**src/rtl/phase_sched_pkg.sv**
```systemverilog
// Shared definitions for the quadrature slot scheduler: phase encodings,
// one-hot encoding and rotating-priority pick helpers.
package phase_sched_pkg;

  localparam int N_PH = 4;

  localparam logic [1:0] PH_0   = 2'd0;
  localparam logic [1:0] PH_90  = 2'd1;
  localparam logic [1:0] PH_180 = 2'd2;
  localparam logic [1:0] PH_270 = 2'd3;

  // Result of a rotating-priority search.
  typedef struct packed {
    logic       vld;
    logic [1:0] idx;
  } pick_t;

  // Encode a phase index as a one-hot grant vector.
  function automatic logic [N_PH-1:0] onehot4(input logic [1:0] idx);
    logic [N_PH-1:0] v;
    v      = '0;
    v[idx] = 1'b1;
    return v;
  endfunction

  // First set bit of req, searching base, base+1, base+2, base+3 (mod 4).
  // The loop runs from the farthest offset down so the nearest one wins.
  function automatic pick_t rot_pick(input logic [1:0] base,
                                     input logic [N_PH-1:0] req);
    pick_t      r;
    logic [1:0] i;
    r = '0;
    for (int k = N_PH - 1; k >= 0; k--) begin
      i = base + 2'(k);
      if (req[i]) begin
        r.vld = 1'b1;
        r.idx = i;
      end
    end
    return r;
  endfunction

endpackage

```
**src/rtl/phase_slot_counter.sv**
```systemverilog
// Slot timebase: counts SLOT_LEN cycles per slot, advances the 2-bit phase
// on every boundary and emits a registered slot_start pulse. Counting
// freezes while en is low.
module phase_slot_counter
  import phase_sched_pkg::*;
#(
  parameter int SLOT_LEN = 4
) (
  input  logic       clk,
  input  logic       rst,
  input  logic       en,
  output logic [1:0] phase,
  output logic       boundary,
  output logic       slot_start
);

  localparam int SC_W = (SLOT_LEN > 1) ? $clog2(SLOT_LEN) : 1;
  localparam logic [SC_W-1:0] SC_LAST = SC_W'(SLOT_LEN - 1);

  logic [SC_W-1:0] sc;

  // Last cycle of a slot while enabled; reset parks sc here so the first
  // enabled cycle after reset enters slot 0.
  assign boundary = en && (sc == SC_LAST);

  // Slot counter, phase register and slot_start pulse.
  always_ff @(posedge clk or negedge rst) begin
    if (!rst) begin
      sc         <= SC_LAST;
      phase      <= PH_270;
      slot_start <= 1'b0;
    end else begin
      slot_start <= boundary;
      if (boundary) begin
        sc    <= '0;
        phase <= phase + 2'd1;
      end else if (en) begin
        sc <= sc + SC_W'(1);
      end
    end
  end

endmodule

```
**src/rtl/phase_slot_arbiter.sv**
```systemverilog
// Time-division arbiter: four requesters each own one quadrant slot of a
// 4-slot frame. Optional macro PHASE_STEAL_EN makes it work-conserving by
// lending an unused slot to the next requester in rotation.
//
// Request/grant protocol: req[i] is a level held by requester i for as long
// as it wants the resource. gnt is registered, one-hot or zero, and is only
// decided on a slot boundary. Dropping req while granted releases gnt on
// the next cycle and the slot then stays idle until the next boundary.
module phase_slot_arbiter
  import phase_sched_pkg::*;
#(
  parameter int SLOT_LEN = 4,
  parameter int CNT_W    = 8
) (
  input  logic             clk,
  input  logic             rst,
  input  logic             en,
  input  logic [3:0]       req,
  output logic [3:0]       gnt,
  output logic [1:0]       phase,
  output logic             slot_start,
  output logic             gnt_stolen,
  output logic [CNT_W-1:0] idle_cnt
);

  logic       boundary;
  logic [1:0] owner;
  logic       new_vld;
  logic [1:0] new_idx;
  logic       new_stolen;
  logic       slot_granted;  // current slot received a grant at its start
  logic       first_slot;    // no boundary seen since reset

  phase_slot_counter #(
    .SLOT_LEN(SLOT_LEN)
  ) u_counter (
    .clk       (clk),
    .rst       (rst),
    .en        (en),
    .phase     (phase),
    .boundary  (boundary),
    .slot_start(slot_start)
  );

  // The slot being entered belongs to the next phase.
  assign owner = phase + 2'd1;

`ifdef PHASE_STEAL_EN
  pick_t pick;

  // Owner first, otherwise the nearest active requester after it.
  always_comb begin
    pick       = rot_pick(owner, req);
    new_vld    = pick.vld;
    new_idx    = pick.idx;
    new_stolen = pick.vld && (pick.idx != owner);
  end
`else
  // Strict TDM: only the owner may use its slot; stolen never sets.
  always_comb begin
    new_vld    = req[owner];
    new_idx    = owner;
    new_stolen = 1'b0;
  end
`endif

  // Grant decision on boundaries, release on req drop or disable, and
  // saturating count of slots that closed without ever being granted.
  always_ff @(posedge clk or negedge rst) begin
    if (!rst) begin
      gnt          <= '0;
      gnt_stolen   <= 1'b0;
      slot_granted <= 1'b0;
      first_slot   <= 1'b1;
      idle_cnt     <= '0;
    end else if (boundary) begin
      gnt          <= new_vld ? onehot4(new_idx) : 4'b0000;
      gnt_stolen   <= new_vld && new_stolen;
      slot_granted <= new_vld;
      first_slot   <= 1'b0;
      if (!first_slot && !slot_granted && (idle_cnt != '1)) begin
        idle_cnt <= idle_cnt + CNT_W'(1);
      end
    end else if (!en || ((gnt & ~req) != 4'b0000)) begin
      gnt        <= '0;
      gnt_stolen <= 1'b0;
    end
  end

endmodule

```
**config.mk**
```make
export PLATFORM = sky130hd
export DESIGN_NAME = phase_slot_arbiter
export DESIGN_NICKNAME = d
export VERILOG_FILES = /design/src/rtl/phase_sched_pkg.sv /design/src/rtl/phase_slot_counter.sv /design/src/rtl/phase_slot_arbiter.sv
export SDC_FILE = /design/constraint.sdc
export NUM_CORES = 1
export LEC_CHECK = 0
export ABC_AREA = 1
export BUFFER_PORTS_ARGS = -buffer_cell sky130_fd_sc_hd__buf_4
export CAP_MARGIN = 20
export CORE_MARGIN = 10
export CORE_UTILIZATION = 25
export CTS_CLUSTER_DIAMETER = 150
export DETAILED_ROUTE_END_ITERATION = 16
export GPL_ROUTABILITY_DRIVEN = 0
export PLACE_DENSITY = 0.45
export SYNTH_ARGS = -nofsm -noshare
export SYNTH_HDL_FRONTEND = slang
export SYNTH_SLANG_ARGS = --single-unit
export TNS_END_PERCENT = 20
```
**constraint.sdc**
```tcl
create_clock -name clk -period 1.5 [get_ports clk]
set_clock_uncertainty 0.1 [all_clocks]
set_input_delay 0.375 -clock clk [delete_from_list [all_inputs] [get_ports clk]]
set_output_delay 0.375 -clock clk [all_outputs]
set_load 0.005 [all_outputs]
```
Word-level counts from Yosys, hierarchy flattened
Index checks and enable logic that the tools add are counted.

Register bits after elaboration: 20. Output and inout port bits: 16. Logic and storage cells: 40. Input port bits: 7.

Muxes and demuxes: 11. Equal/unequal tests: 2. Add/sub/neg operators: 3. Reductions and logical operators: 12. $lt $le $gt $ge: 2. Bitwise gates (word level): 2.

Operators with widths (number): 2-to-1 mux 4 bit (3); adder 8 x 1 -> 8 bit, second input constant (1); != test 8 bit, second input constant (1); adder 2 x 1 -> 2 bit, second input constant (2); bitwise AND 4 bit (1); logical AND 1 bit (4); 2-to-1 mux 1 bit (4); 2-to-1 mux 2 bit (2); inverter 4 bit (1); nonzero test 2 bit (2); nonzero test 4 bit (1); logical NOT 1 bit (3); < comparator 2 x 3 -> 1 bit, second input constant (1); binary-select mux 1 bit (select 2 bit) (1); demux 1 bit (select 2 bit) (1); == test 2 bit, second input constant (1); >= comparator 2 x 1 -> 1 bit, second input constant (1); AND reduction 2 bit (1); logical OR 1 bit (1).

Depth between registers and ports, before layout
Gate-level depths: netlist of run 1.

Word-level depth: 7. Depth in mapped cells: 8. Depth with buffers taken out: 8.

Cells and area by module
A second synthesis of run 1 with hierarchy kept.

Cell total of the unflattened synthesis: 141. Area, all modules: 1109.8 sq um.

By module, submodules not included: phase_slot_arbiter (times used 1, area each 889.6 sq um, sequential area each 351.6 sq um, cells an instance 116); phase_slot_counter (times used 1, area each 220.2 sq um, sequential area each 130.1 sq um, cells an instance 25).

Worst setup path before layout of run 1
Ideal clock, no wire load.

Path kind: register to register. Start point: register u_counter.phase[0]. End point: register gnt[0]. Setup time: 0.065 ns. Arrival time: 1.315 ns. Slack: 0.020 ns. Clock period less this slack: 1.480 ns. Data required time: 1.335 ns. Buffers on the path: 0. Stages on the path, launching flop included: 8. Cell sequence: dfstp_2 > inv_2 > ha_1 > inv_1 > nand3_1 > nand2_1 > nand3_1 > nand2_1.

Cells in the longest elaborated chain, start to end: 7. Elaborated cells between the ends (all ways): 10. Classes of those cells: add/sub (1); order compare (2); mux (6); reduce/logical (1).

RTL lines: from (decl) (line phase_slot_counter.sv:12) `output logic [1:0] phase,`; from (signal assigned) (line phase_slot_counter.sv:36) `phase <= phase + 2'd1;`; adder 2 x 1 -> 2 bit * (line phase_slot_arbiter.sv:46) `assign owner = phase + 2'd1;`; via new_idx[0] (line phase_slot_arbiter.sv:29) `logic [1:0] new_idx;`; < comparator 2 x 3 -> 1 bit (not written as such) / >= comparator 2 x 1 -> 1 bit (equally long branches) (line phase_sched_pkg.sv:22) `v[idx] = 1'b1;`; logical AND 1 bit (not written as such) (line phase_sched_pkg.sv:22); 2-to-1 mux 1 bit (not written as such) (line phase_sched_pkg.sv:22); demux 1 bit (select 2 bit) (line phase_sched_pkg.sv:22); 2-to-1 mux 4 bit * (line phase_slot_arbiter.sv:77) `gnt <= new_vld ? onehot4(new_idx) : 4'b0000;`; 2-to-1 mux 4 bit * (line phase_slot_arbiter.sv:76) `end else if (boundary) begin`; to (signal assigned) (line phase_slot_arbiter.sv:77); to (decl) (line phase_slot_arbiter.sv:19) `output logic [3:0] gnt,`.

Mark *: on every way through the listed nets, which the timed path passes. The rest lies on a longest branch. The select of a mux whose other input is x is not followed. A chain may end at the register's enable or synchronous reset.

Worst setup path in the final report of run 1
Start point: register u_counter.phase[1]. End point: output phase[1].

RTL lines: to (decl) (line phase_slot_arbiter.sv:20) `output logic [1:0] phase,`.

No word-level cell between the ends.

==> metrics, run 1 <==
status complete, no violations; kind of critical path reg2out; Slew Limit Fails 0; CP required 1.02 ns; clock-pin slew on the worst setup and hold paths 0.08 ns; largest area contributor in the netlist dfrtp_1; post-synthesis cell count 134; vias per inst 4.35; FF-to-FF Start u_counter.phase[1]$_DFFE_PN1P_; P_leak 0.770 nW; ys async rst share 1.00; CP peak stage delay 0.54 ns; global-route wire length before repair 4440 um; combinational share of power 0.466; CP endpoint kind primary output; Max clock buf depth 2; sequential element share of the synthesized area 0.441; row cnt 23; I/O Pins 23; post-synthesis mux area share 0; synthesized area 1090 sq um; Critical Path Source Type flip-flop; total negative slack 0 ns; final core utilization 0.358; syn_nets 147; largest cells by area after synthesis dfrtp_1 32%, nand2_1 18%, dfstp_2 12%, ha_1 6.9%, nand3_1 6.0%; synth unique cells 26; period utilisation layout 0.985; WL final 2650 um; Simple-Gate Fraction of Synth Area 0.362; highest fanout seen on the critical path 4; count leader, synth nand2_1; initial DRC count 20; Initial Util 0.265; XOR/XNOR Fraction of Synth Area 0.0321; Post-synth top cells 52 x nand2_1, 14 x dfrtp_1, 13 x nand3_1; Max IR drop VDD 0.513 mV; Final Hold Vio Count 0; fin nets 183; max-cap violation count 0; Routed WL per cell 12.1 um; largest family of logic cells by synthesized area simple AND/OR/NAND/NOR gates; Root Buffer clkbuf_8; Chip Width 86.1 um; global-route usage over all layers 0.0743; worst min-delay path class in2reg; Final ANT Viol Nets 0; switching power 777 uW; routed via count 953; ys flop type dfrtp_1; PortBufs 21; Yosys reg bits 19; die height 86.1 um; Reg2Reg Depth 7; TritonCTS clock tree built; hold depth 3; H-tree depth 1; clk sinks 19; critical path cell sequence buf_6 > buf_4; Cell Pwr Density 1440 nW/um^2; DR pass1 iterations 4; Post-synth EDFFs 0; total power 2.13 mW; Period minus WS final 1.48 ns; number of global-route vias before repair 957; hold path start en; CP max stage cell dfstp_2; Core ar. 4120 sq um; CP delay by family, top flip-flops; initial antenna violation count 0; Syn. warnings 0; area share of the largest cell type after synthesis 0.321; Clock power frac 0.175; syn_area_per_cell 8.15 sq um; die area 7410 sq um; clock latency on the worst-skew pair 0.26 ns; HPWL Detailed 2090 um; P_int 1.35 mW; drt drc 0; Worst EP arrival 1.00 ns; grt ovf 0; number of cells on the critical path 2; filler instances 440; Compound-Gate Fraction of Synth Area 0.0367; CP startpoint u_counter.phase[1]$_DFFE_PN1P_; Ant. Diodes 0; layout cells sized above 1 0.343; Seq pwr share 0.359; largest net degree at the start of global routing 20; Bufs and invs on worst path 2; CTS buffer count 3; switching portion of total power 0.366; fmax 0.677 GHz; area grow syn2layout 34.8%; post-synthesis adder-cell area fraction 0.0687; final setup vio count 0
[area by class of cell]
| cell class | instances | area (sq um) | share of cell area |
|---|---|---|---|
| Clock buffer | 4 | 45.0 | 0.0306 |
| Sequential cell | 19 | 482 | 0.327 |
| Tap cell | 50 | 62.6 | 0.0425 |
| Inverter | 14 | 55.1 | 0.0374 |
| Timing Repair Buffer | 32 | 254 | 0.172 |
| Multi-Input combinational cell | 100 | 574 | 0.390 |
[per-stage QoR]
stage	worst slack (ns)	hold slack, ns	cells	instance area (sq um)
6_report	0.0230	0.249	219	1470
3_3_place_gp	0.0581	0.171	212	1370
4_1_cts	0.00372	0.245	217	1430
3_5_place_dp	0.00440	0.170	212	1370
2_1_floorplan	0.0197	-0.0206	134	1090
5_1_grt	-0.00834	0.253	219	1470
[state kept, by name, summed over array words and instances, names as in the netlist]
register	count
slot_granted	1
first_slot	1
u_counter.phase	2
u_counter.sc	2
u_counter.slot_start	1
idle_cnt	8
gnt	4
[metal layers]
layer  part of all wire  GRT usage  routed length, um  up-vias
li1                   -          -                  -      491
met1               0.44     0.0824               1160      447
met2               0.51      0.125               1340       11
met3              0.029     0.0123                 78        4
met4              0.029     0.0539                 76        0
met5                  0          0                  0        -
[worst paths after layout]
path                       slack (ns)                           to
max                              0.02                     phase[1]
min                              0.25  u_counter.sc[1]$_DFFE_PN1P_
max reg2reg                      0.05           gnt[0]$_DFFE_PN0P_
min reg2reg                      0.35       first_slot$_DFFE_PN1P_
max in group asynchronous        0.60  u_counter.sc[0]$_DFFE_PN1P_
min in group asynchronous        0.43     slot_granted$_DFFE_PN0P_
[what timing repair did]
item,in CTS,in global routing
setup endpoints to repair,4,14
pin swaps,0,3
gates resized for setup,3,7
endpoints found under the hold margin,14,0
hold buffers,1,0
setup buffers,0,2
[power groups by stage]
stage	logic (mW)	clock network (mW)	registers, mW
after floorplan	0.439	0	0.803
after global placement	0.852	0	0.762
after detailed placement	0.869	0	0.769
after CTS	0.907	0.387	0.762
after global routing	1.12	0.394	0.785
final	0.990	0.372	0.764
[tightest hold or removal path, cell delays in order]
cell and delay, ns:
buf_4 0.13, nand2_1 0.06, nand2_1 0.05
[layout by cell type, fill, tap and decap left out, types with 2 or more instances in the layout]
master and count:
nand2_1 51, buf_4 28, dfrtp_1 14, nand3_1 13, inv_1 10, dfstp_2 5
nor2_1 4, inv_2 3, nand2_2 3, nor2_4 3, xor2_1 3, ha_1 3
clkbuf_8 3, buf_6 3, nand2_4 2, nand3b_1 2, o21ai_1 2, nand4_1 2
ha_2 2
[cell families (layout without fill, tap and decap cells)]
logic type / after synthesis / after routing
buffers and inverters: 15 / 50
XOR/XNOR: 4 / 4
flip-flops: 19 / 19
other: 1 / 1
AND/OR/NAND/NOR: 83 / 83
adder cells (fa/ha/maj): 6 / 6
AO/OA/AOI/OAI: 6 / 6
No activity file was read; power rests on OpenSTA's default activity.
==> run 2: changes to the inputs <==
- PLACE_DENSITY: 0.45 -> 0.44
- clock period: 1.5 -> 1.7 ns (I/O delays scaled with it)
==> metrics, run 2 (synthesis gave the netlist of run 1 again) <==
status complete, no violations; biggest registers after layout idle_cnt x8, gnt x4; drt drc 0; Initial Util 0.265; grt ovf 0; CP endpoint kind flip-flop; row cnt 23; hold depth 3; largest net degree at the start of global routing 20; Worst Hold Endpoint u_counter.sc[1]$_DFFE_PN1P_; Routed WL per cell 12.4 um; global-route wire length before repair 4430 um; Clock power frac 0.197; PortBufs 21; most frequent cells in the layout 52 x nand2_1, 23 x buf_4, 14 x dfrtp_1; die area 7410 sq um; filler instances 434; P_leak 0.732 nW; number of global-route vias before repair 942; hold path start en; combinational share of power 0.394; non-filler cells, final 211; TritonCTS clock tree built; Root Buffer clkbuf_8; die height 86.1 um; switching portion of total power 0.379; Core ar. 4120 sq um; clock latency on the worst-skew pair 0.26 ns; Slew Limit Fails 0; Period minus WS final 1.53 ns; final setup vio count 0; Worst EP arrival 1.64 ns; dpl cells 205; Bufs and invs on worst path 2; RSZ-0062 raised after global routing false; CP required 1.81 ns; fmax 0.654 GHz; Reg2Reg Depth 7; Seq pwr share 0.409; Cell Pwr Density 1230 nW/um^2; worst min-delay path class in2reg; global-route usage over all layers 0.0761; Ant. Diodes 0; Max clock buf depth 2; Final Hold Vio Count 0; CTS buffer count 3; clk sinks 19; H-tree depth 1; switching power 640 uW; period utilisation layout 0.900; Critical Path Source Type flip-flop; Chip Width 86.1 um; Max IR drop VDD 0.370 mV; I/O Pins 23; critical path cell sequence inv_1 > ha_1 > inv_1 > nand3_1 > nand2_1 > nand3_1 > nand2_1; HPWL Detailed 2060 um; CP delay by family, top flip-flops; clock-pin slew on the worst setup and hold paths 0.08 ns; Final ANT Viol Nets 0; FF-to-FF Start u_counter.phase[1]$_DFFE_PN1P_; initial DRC count 40; flop-to-flop setup slack 0.17 ns; fin nets 175; Critical R2R Capture gnt[2]$_DFFE_PN0P_; area grow syn2layout 26.0%; layout cells sized above 1 0.286; routed via count 908; initial antenna violation count 0; highest fanout seen on the critical path 5; kind of critical path reg2reg; max reg flops 8; vias per inst 4.30; DR pass1 iterations 4; commonest non-fill, non-tap cell in the layout nand2_1; CP max stage cell dfstp_2; Post-CTS Resized 0; CP peak stage delay 0.57 ns; max-cap violation count 0; total negative slack 0 ns; WL final 2630 um; most flop-heavy register idle_cnt; P_int 1.05 mW
## run 2: power by group through the flow
stage | clock network [mW] | logic, mW | registers (mW)
CTS | 0.347 | 0.655 | 0.707
global route | 0.372 | 0.758 | 0.709
floorplan | 0 | 0.387 | 0.708
global placement | 0 | 0.636 | 0.706
detailed placement | 0 | 0.651 | 0.715
finish | 0.332 | 0.666 | 0.691
## run 2: repair_timing
item | 4_1_cts | 5_1_grt
hold buffers | 1 | 0
buffers inserted | 0 | 1
endpoints found under the setup margin | 0 | 1
endpoints found under the hold margin | 14 | 0
## run 2: worst min-delay path: stages
cell and delay (ns):
buf_4 0.13, nand2_1 0.05, nand2_1 0.05
## run 2: layout make-up
type / count / area [sq um] / area share
Inverter: 14 / 53.8 / 0.0391
Tap cell: 50 / 62.6 / 0.0455
Timing Repair Buffer: 24 / 183 / 0.133
Sequential cell: 19 / 482 / 0.350
Clock inverter: 1 / 5.00 / 0.00364
Multi-Input combinational cell: 100 / 549 / 0.399
Clock buffer: 3 / 41.3 / 0.0300
## run 2: through the flow
stage	instance area [sq um]	util	hold slack [ns]	total power, mW	setup WS [ns]
after floorplan	1090	-	0.0294	1.10	0.220
after global placement	1310	0.319	0.220	1.34	0.176
after detailed placement	1310	0.319	0.222	1.37	0.136
after CTS	1370	0.333	0.291	1.71	0.110
after global routing	1380	0.334	0.300	1.84	0.0215
final	1380	0.334	0.294	1.69	0.170
## run 2: per-layer routing
metal,vias up,GRT usage,share of wire
met5,-,0,0
met4,0,0.0584,0.037
met3,6,0.0161,0.037
met2,15,0.124,0.48
met1,415,0.0840,0.45
li1,472,-,-
## run 2: how the worst max path moves through the flow
stage | startpoint | to | slack (ns) | cells after the start
after CTS | u_counter.phase[0]$_DFFE_PN1P_ | gnt[2]$_DFFE_PN0P_ | 0.11 | 7
final | u_counter.phase[1]$_DFFE_PN1P_ | gnt[2]$_DFFE_PN0P_ | 0.17 | 7
after global routing | u_counter.phase[1]$_DFFE_PN1P_ | gnt[1]$_DFFE_PN0P_ | 0.02 | 7
after floorplan | u_counter.phase[0]$_DFFE_PN1P_ | gnt[0]$_DFFE_PN0P_ | 0.22 | 7
after global placement | u_counter.phase[0]$_DFFE_PN1P_ | gnt[0]$_DFFE_PN0P_ | 0.18 | 7
after detailed placement | u_counter.phase[0]$_DFFE_PN1P_ | gnt[1]$_DFFE_PN0P_ | 0.14 | 7
